## src/rtl/pipelined_add_sub.sv

```systemverilog
`default_nettype none
// ============================================================================
// Module   : pipelined_add_sub
// Purpose  : Carry-chain-pipelined two's-complement adder/subtractor with a
//            valid/ready handshake on both sides. The WIDTH-bit carry chain is
//            cut into STAGES equal segments. Each segment is a ripple of
//            full-adder cells that uses the carry registered by the segment
//            before it. Each beat carries its own operands, partial sum and
//            mode through the pipe, so neighbouring beats never interact.
// Ports    : clk        - clock, rising edge
//            rst        - synchronous active-high reset
//            in_valid   - operand beat present
//            in_ready   - operand beat accepted this cycle
//            a, b       - operands (WIDTH bits)
//            cin        - carry-in (add mode only)
//            sub        - 0 = a + b + cin, 1 = a - b
//            out_valid  - result beat present
//            out_ready  - downstream accepts result beat
//            sum        - result (WIDTH bits)
//            cout       - carry-out of MSB (sub: 1 = no borrow)
//            ovf        - signed overflow
// Revision : 1.0 - initial release
// ============================================================================
module pipelined_add_sub #(
  parameter int WIDTH  = 16,
  parameter int STAGES = 4
) (
  input  logic             clk,
  input  logic             rst,
  input  logic             in_valid,
  output logic             in_ready,
  input  logic [WIDTH-1:0] a,
  input  logic [WIDTH-1:0] b,
  input  logic             cin,
  input  logic             sub,
  output logic             out_valid,
  input  logic             out_ready,
  output logic [WIDTH-1:0] sum,
  output logic             cout,
  output logic             ovf
);

  localparam int SEG = WIDTH / STAGES;

  if (WIDTH < 2 || STAGES < 1 || (WIDTH % STAGES) != 0) begin : g_bad_param
    $error("pipelined_add_sub: WIDTH must be >= 2 and divisible by STAGES >= 1");
  end

  // Per-stage registers (_q) and their next-state values (_d).
  logic [STAGES-1:0] vld_q, vld_d;
  logic [STAGES-1:0] sub_q, sub_d;
  logic [STAGES-1:0] c_q,   c_d;
  logic [WIDTH-1:0]  a_q [STAGES];
  logic [WIDTH-1:0]  a_d [STAGES];
  logic [WIDTH-1:0]  b_q [STAGES];
  logic [WIDTH-1:0]  b_d [STAGES];
  logic [WIDTH-1:0]  s_q [STAGES];
  logic [WIDTH-1:0]  s_d [STAGES];
  logic              ovf_q, ovf_d;

  // The whole pipe moves as one unit, so a single enable covers every stage.
  assign out_valid = vld_q[STAGES-1];
  assign in_ready  = !out_valid | out_ready;

  for (genvar k = 0; k < STAGES; k++) begin : g_stage
    localparam int BASE = k * SEG;

    logic [WIDTH-1:0] w_a, w_b, w_s, w_sum;
    logic             w_c;
    logic [SEG:0]     w_cy;

    if (k == 0) begin : g_first
      // Subtraction is a + ~b + 1. B is inverted once here and then travels
      // already conditioned, and cin is replaced by the forced 1.
      assign w_a      = a;
      assign w_b      = sub ? ~b : b;
      assign w_s      = '0;
      assign w_c      = sub | cin;
      assign vld_d[k] = in_valid;
      assign sub_d[k] = sub;
    end else begin : g_next
      assign w_a      = a_q[k-1];
      assign w_b      = b_q[k-1];
      assign w_s      = s_q[k-1];
      assign w_c      = c_q[k-1];
      assign vld_d[k] = vld_q[k-1];
      assign sub_d[k] = sub_q[k-1];
    end

    assign w_cy[0] = w_c;

    // Bits inside this segment come from full-adder cells. Every other bit
    // passes the partial sum through unchanged.
    for (genvar j = 0; j < WIDTH; j++) begin : g_bit
      if (j >= BASE && j < BASE + SEG) begin : g_fa
        assign w_sum[j]            = w_a[j] ^ w_b[j] ^ w_cy[j-BASE];
        assign w_cy[j-BASE+1]      = (w_a[j] & w_b[j]) | ((w_a[j] ^ w_b[j]) & w_cy[j-BASE]);
      end else begin : g_pass
        assign w_sum[j] = w_s[j];
      end
    end

    assign a_d[k] = w_a;
    assign b_d[k] = w_b;
    assign s_d[k] = w_sum;
    assign c_d[k] = w_cy[SEG];

    if (k == STAGES - 1) begin : g_last
      // The MSB is the top cell of the last segment. The carry into it is
      // w_cy[SEG-1], and the carry out of it is w_cy[SEG].
      assign ovf_d = w_cy[SEG] ^ w_cy[SEG-1];
    end
  end

  always_ff @(posedge clk) begin
    if (rst) begin
      vld_q <= '0;
      sub_q <= '0;
      c_q   <= '0;
      ovf_q <= 1'b0;
      for (int k = 0; k < STAGES; k++) begin
        a_q[k] <= '0;
        b_q[k] <= '0;
        s_q[k] <= '0;
      end
    end else if (in_ready) begin
      vld_q <= vld_d;
      sub_q <= sub_d;
      c_q   <= c_d;
      ovf_q <= ovf_d;
      for (int k = 0; k < STAGES; k++) begin
        a_q[k] <= a_d[k];
        b_q[k] <= b_d[k];
        s_q[k] <= s_d[k];
      end
    end
  end

  assign sum  = s_q[STAGES-1];
  assign cout = c_q[STAGES-1];
  assign ovf  = ovf_q;

  // The last stage's operand copies and the travelling mode flag have no
  // reader once the final segment has been computed.
  logic w_unused;
  assign w_unused = ^{a_q[STAGES-1], b_q[STAGES-1], sub_q};

endmodule
`default_nettype wire

```

## config.mk

```make
export PLATFORM = sky130hd
export DESIGN_NAME = pipelined_add_sub
export DESIGN_NICKNAME = d
export VERILOG_FILES = /design/src/rtl/pipelined_add_sub.sv
export SDC_FILE = /design/constraint.sdc
export NUM_CORES = 1
export LEC_CHECK = 0
export BUFFER_PORTS_ARGS = -buffer_cell sky130_fd_sc_hd__buf_2
export CAP_MARGIN = 20
export CORE_AREA = 2 2 99 101
export CTS_CLUSTER_SIZE = 16
export DETAILED_ROUTE_END_ITERATION = 7
export DIE_AREA = 0 0 101 103
export MAX_ROUTING_LAYER = met4
export PLACE_DENSITY = 0.71
export SLEW_MARGIN = 25
export SYNTH_ARGS = -nofsm -noshare
export SYNTH_HDL_FRONTEND = slang
export SYNTH_SLANG_ARGS = --single-unit
```

## constraint.sdc

```tcl
create_clock -name clk -period 4.4 [get_ports clk]
set_clock_uncertainty 0.2 [all_clocks]
set_input_delay 0.66 -clock clk [delete_from_list [all_inputs] [get_ports clk]]
set_output_delay 0.66 -clock clk [all_outputs]
set_load 0.05 [all_outputs]
```

==> flow_metrics.py <==
metrics = {
    "yosys": {
        "yosysTopAreaCell": "edfxtp_1",
        "synth.cell_area_sq_um": 4140,
        "ys_seq_elements": 97,
        "syn_inst": 286,
        "yosys-top-cells-count": "edfxtp_1 (88), and2_1 (67), nor2_1 (27)",
        "synth_edf_count": 88,
        "synth_most_common_cell": "edfxtp_1",
        "ys.flop_type": "edfxtp_1",
        "synth_seq_area_share_pct": 68.2,
        "synth_warnings": 0,
        "avgSynthCellArea_sq_um": 14.5,
        "synth.area.top_cells": "edfxtp_1 (64%), and2_1 (10%), fa_1 (7.7%), dfxtp_1 (4.4%), xnor2_1 (3.4%)",
        "synth_top_area_share_pct": 63.8,
        "yosysUniqueCellTypes": 19,
        "synth_async_sr_flop_share_pct": 0,
        "syn_nets": 340,
    },
    "setup_path": {
        "path_depth": 8,
        "path_buf_inv": 2,
        "critPathMaxFanout": 17,
        "crit_slowest_cell": "fa_1",
        "arrival_ns": 3.03,
        "path_delay_family": "adder cells",
        "cp_common_cell": "fa_1",
        "slowest_delay_ns": 0.43,
        "critical_path_required_ns": 4.31,
        "crit_type": "input port to flop",
        "critPathLaunchType": "input port",
        "worstPathCellList": "buf_2 -> xnor2_1 -> fa_1 -> fa_1 -> fa_1 -> inv_1 -> fa_1 -> and2_1",
        "endpoint_kind": "flop",
        "rr_worst_depth": 10,
    },
    "run_status": {
        "status": "finished, final reports clean",
    },
    "grt": {
        "overflow": 0,
        "grt_max_degree": 68,
        "grt_pass1_wl_mm": 9.21,
        "grt_antenna_before_repair": 0,
        "track_usage_pct": 12.2,
        "grt_pass1_vias": 2006,
    },
    "cts": {
        "insertion_delay_ns": 0.35,
        "cts_max_level": 3,
        "cts.sinks": 97,
        "clk_path_buf_depth": 2,
        "clock_tree.root_cell": "clkbuf_8",
        "post_cts_resize_count": 0,
        "cts_made_buffers": 9,
        "tritoncts": "done",
        "hold_buffers": 0,
        "clk_pin_slew_worst_paths_ns": 0.08,
        "cts_setup_buffers": 0,
    },
    "routing": {
        "vias": 2030,
        "drt_iter0_drc": 75,
        "routed_wl_mm": 5.73,
        "drc": 0,
        "first_pass_iters": 4,
        "avgViaCountPerCell": 4.42,
        "wire_per_inst_um": 12.5,
        "antenna_left": 0,
    },
    "sta": {
        "finalSetupViolCount": 0,
        "hold_ws_ns": 0.262,
        "worst_pin_slew_ns": 0.877,
        "slew_headroom_pct": 41.6,
        "fmax_ghz": 0.321,
        "grt_setup_unrepaired": "no",
        "period_share_pct": 70.9,
        "hold_violations": 0,
        "drv_slew": 0,
        "layout_min_cycle_time_ns": 3.12,
        "tns_ns": 0,
    },
    "layout": {
        "fin_cells": 459,
        "fin_nets": 396,
        "synthToLayoutAreaGrowth_pct": 13.8,
        "n_fill_cell": 814,
        "diodes": 0,
        "drive_gt1_share_pct": 21.7,
    },
    "placed_design": {
        "dpl.cell_count": 444,
        "gp_congestion": 0.749,
        "io_buffer_count": 57,
        "hpwl_mm": 3.73,
    },
    "min_path": {
        "hold_class": "flop to flop",
        "hold_path_depth": 2,
    },
    "job": {
        "maxCapViolCount": 0,
    },
    "die": {
        "die-area_sq_um": 10400,
        "dieHeight_um": 103,
        "core_sq_um": 9460,
        "num_io_pins": 58,
        "core.rowCount": 36,
        "initial_core_util_pct": 43.8,
        "die_w_um": 101,
    },
    "power": {
        "total_power_mw": 1.83,
        "p_per_area_nw_per_um2": 389,
        "vdd_drop_max_mv": 0.168,
        "p_leak_nw": 2.01,
    },
}
[layout by cell type, fill, tap and decap left out, types with 5 or more instances in the layout]
cell type | synthesis | routed
dfxtp_1 | 9 | 9
nor2_1 | 27 | 27
a21oi_1 | 5 | 5
nand2_1 | 10 | 10
edfxtp_1 | 88 | 88
and2_1 | 67 | 67
fa_1 | 16 | 16
clkbuf_8 | 0 | 9
xnor2_1 | 16 | 16
buf_2 | 2 | 57
inv_1 | 25 | 25
[worst register-to-register path: stages, from the launching register on]
cell and delay [ns]:
edfxtp_1 0.36, inv_1 0.08, fa_1 0.17, inv_1 0.06
fa_1 0.45, fa_1 0.49, inv_1 0.10, fa_1 0.22
xnor2_1 0.13, nand2_1 0.10, a21oi_1 0.16
[worst paths after layout]
check,from,to,slack [ns]
setup / recovery,sub,s_q[0][3]$_SDFFCE_PN0P_,1.28
hold / removal,vld_q[0]$_SDFFE_PP0P_,vld_q[0]$_SDFFE_PP0P_,0.26
setup reg to reg,b_q[0][44]$_SDFFCE_PN0P_,ovf$_SDFFE_PP0P_,1.82
hold reg to reg,vld_q[0]$_SDFFE_PP0P_,vld_q[0]$_SDFFE_PP0P_,0.26
[per-stage QoR]
step	setup WS (ns)	area (sq um)	utilization, %
finish	1.28	4710	49.8
floorplan	0.638	4140	-
detailed placement	0.878	4490	47.4
global route	1.18	4710	49.8
CTS	1.27	4680	49.5
global placement	0.968	4470	47.2
[where the power goes]
part	internal [mW]	switching, mW
clock	0.309	0.277
sequential	1.07	0.0149
combinational	0.0662	0.0955
total	1.45	0.388
[flip-flops by register name (all words and copies together) (netlist names)]
register / count
c_q: 4
s_q: 40
ovf: 1
vld_q: 4
b_q: 24
a_q: 24
[final cells by class]
class / count / area, sq um / share of cell area, %
clock inverters: 5 / 72.6 / 1.54
multi-input cells: 149 / 1120 / 23.8
inverters: 26 / 97.6 / 2.07
flip-flops and latches: 97 / 2820 / 59.9
clock buffers: 9 / 124 / 2.63
well taps: 114 / 143 / 3.03
repair buffers: 59 / 333 / 7.06
[routing by layer]
layer	wire length [um]	track usage (%)	share of wire, %	vias up
met1	2490	14.3	43	933
met3	285	3.66	5.0	13
met2	2820	19.4	49	49
li1	-	-	-	1035
met5	0	-	0	-
met4	143	5.72	2.5	0
[cells by family (layout without fill, tap and decap cells)]
| family | after synthesis | after routing | share of synthesized area [%] |
|---|---|---|---|
| and+or+nand+nor | 108 | 108 | 14.4 |
| DFF | 97 | 97 | 68.2 |
| buffers and inverters | 40 | 99 | 4.96 |
| xor gates and xnor gates | 17 | 17 | 3.60 |
| adders and majority gates | 16 | 16 | 7.74 |
| AOI/OAI and AO/OA | 8 | 8 | 1.15 |
(Power assumes the default switching activity.)
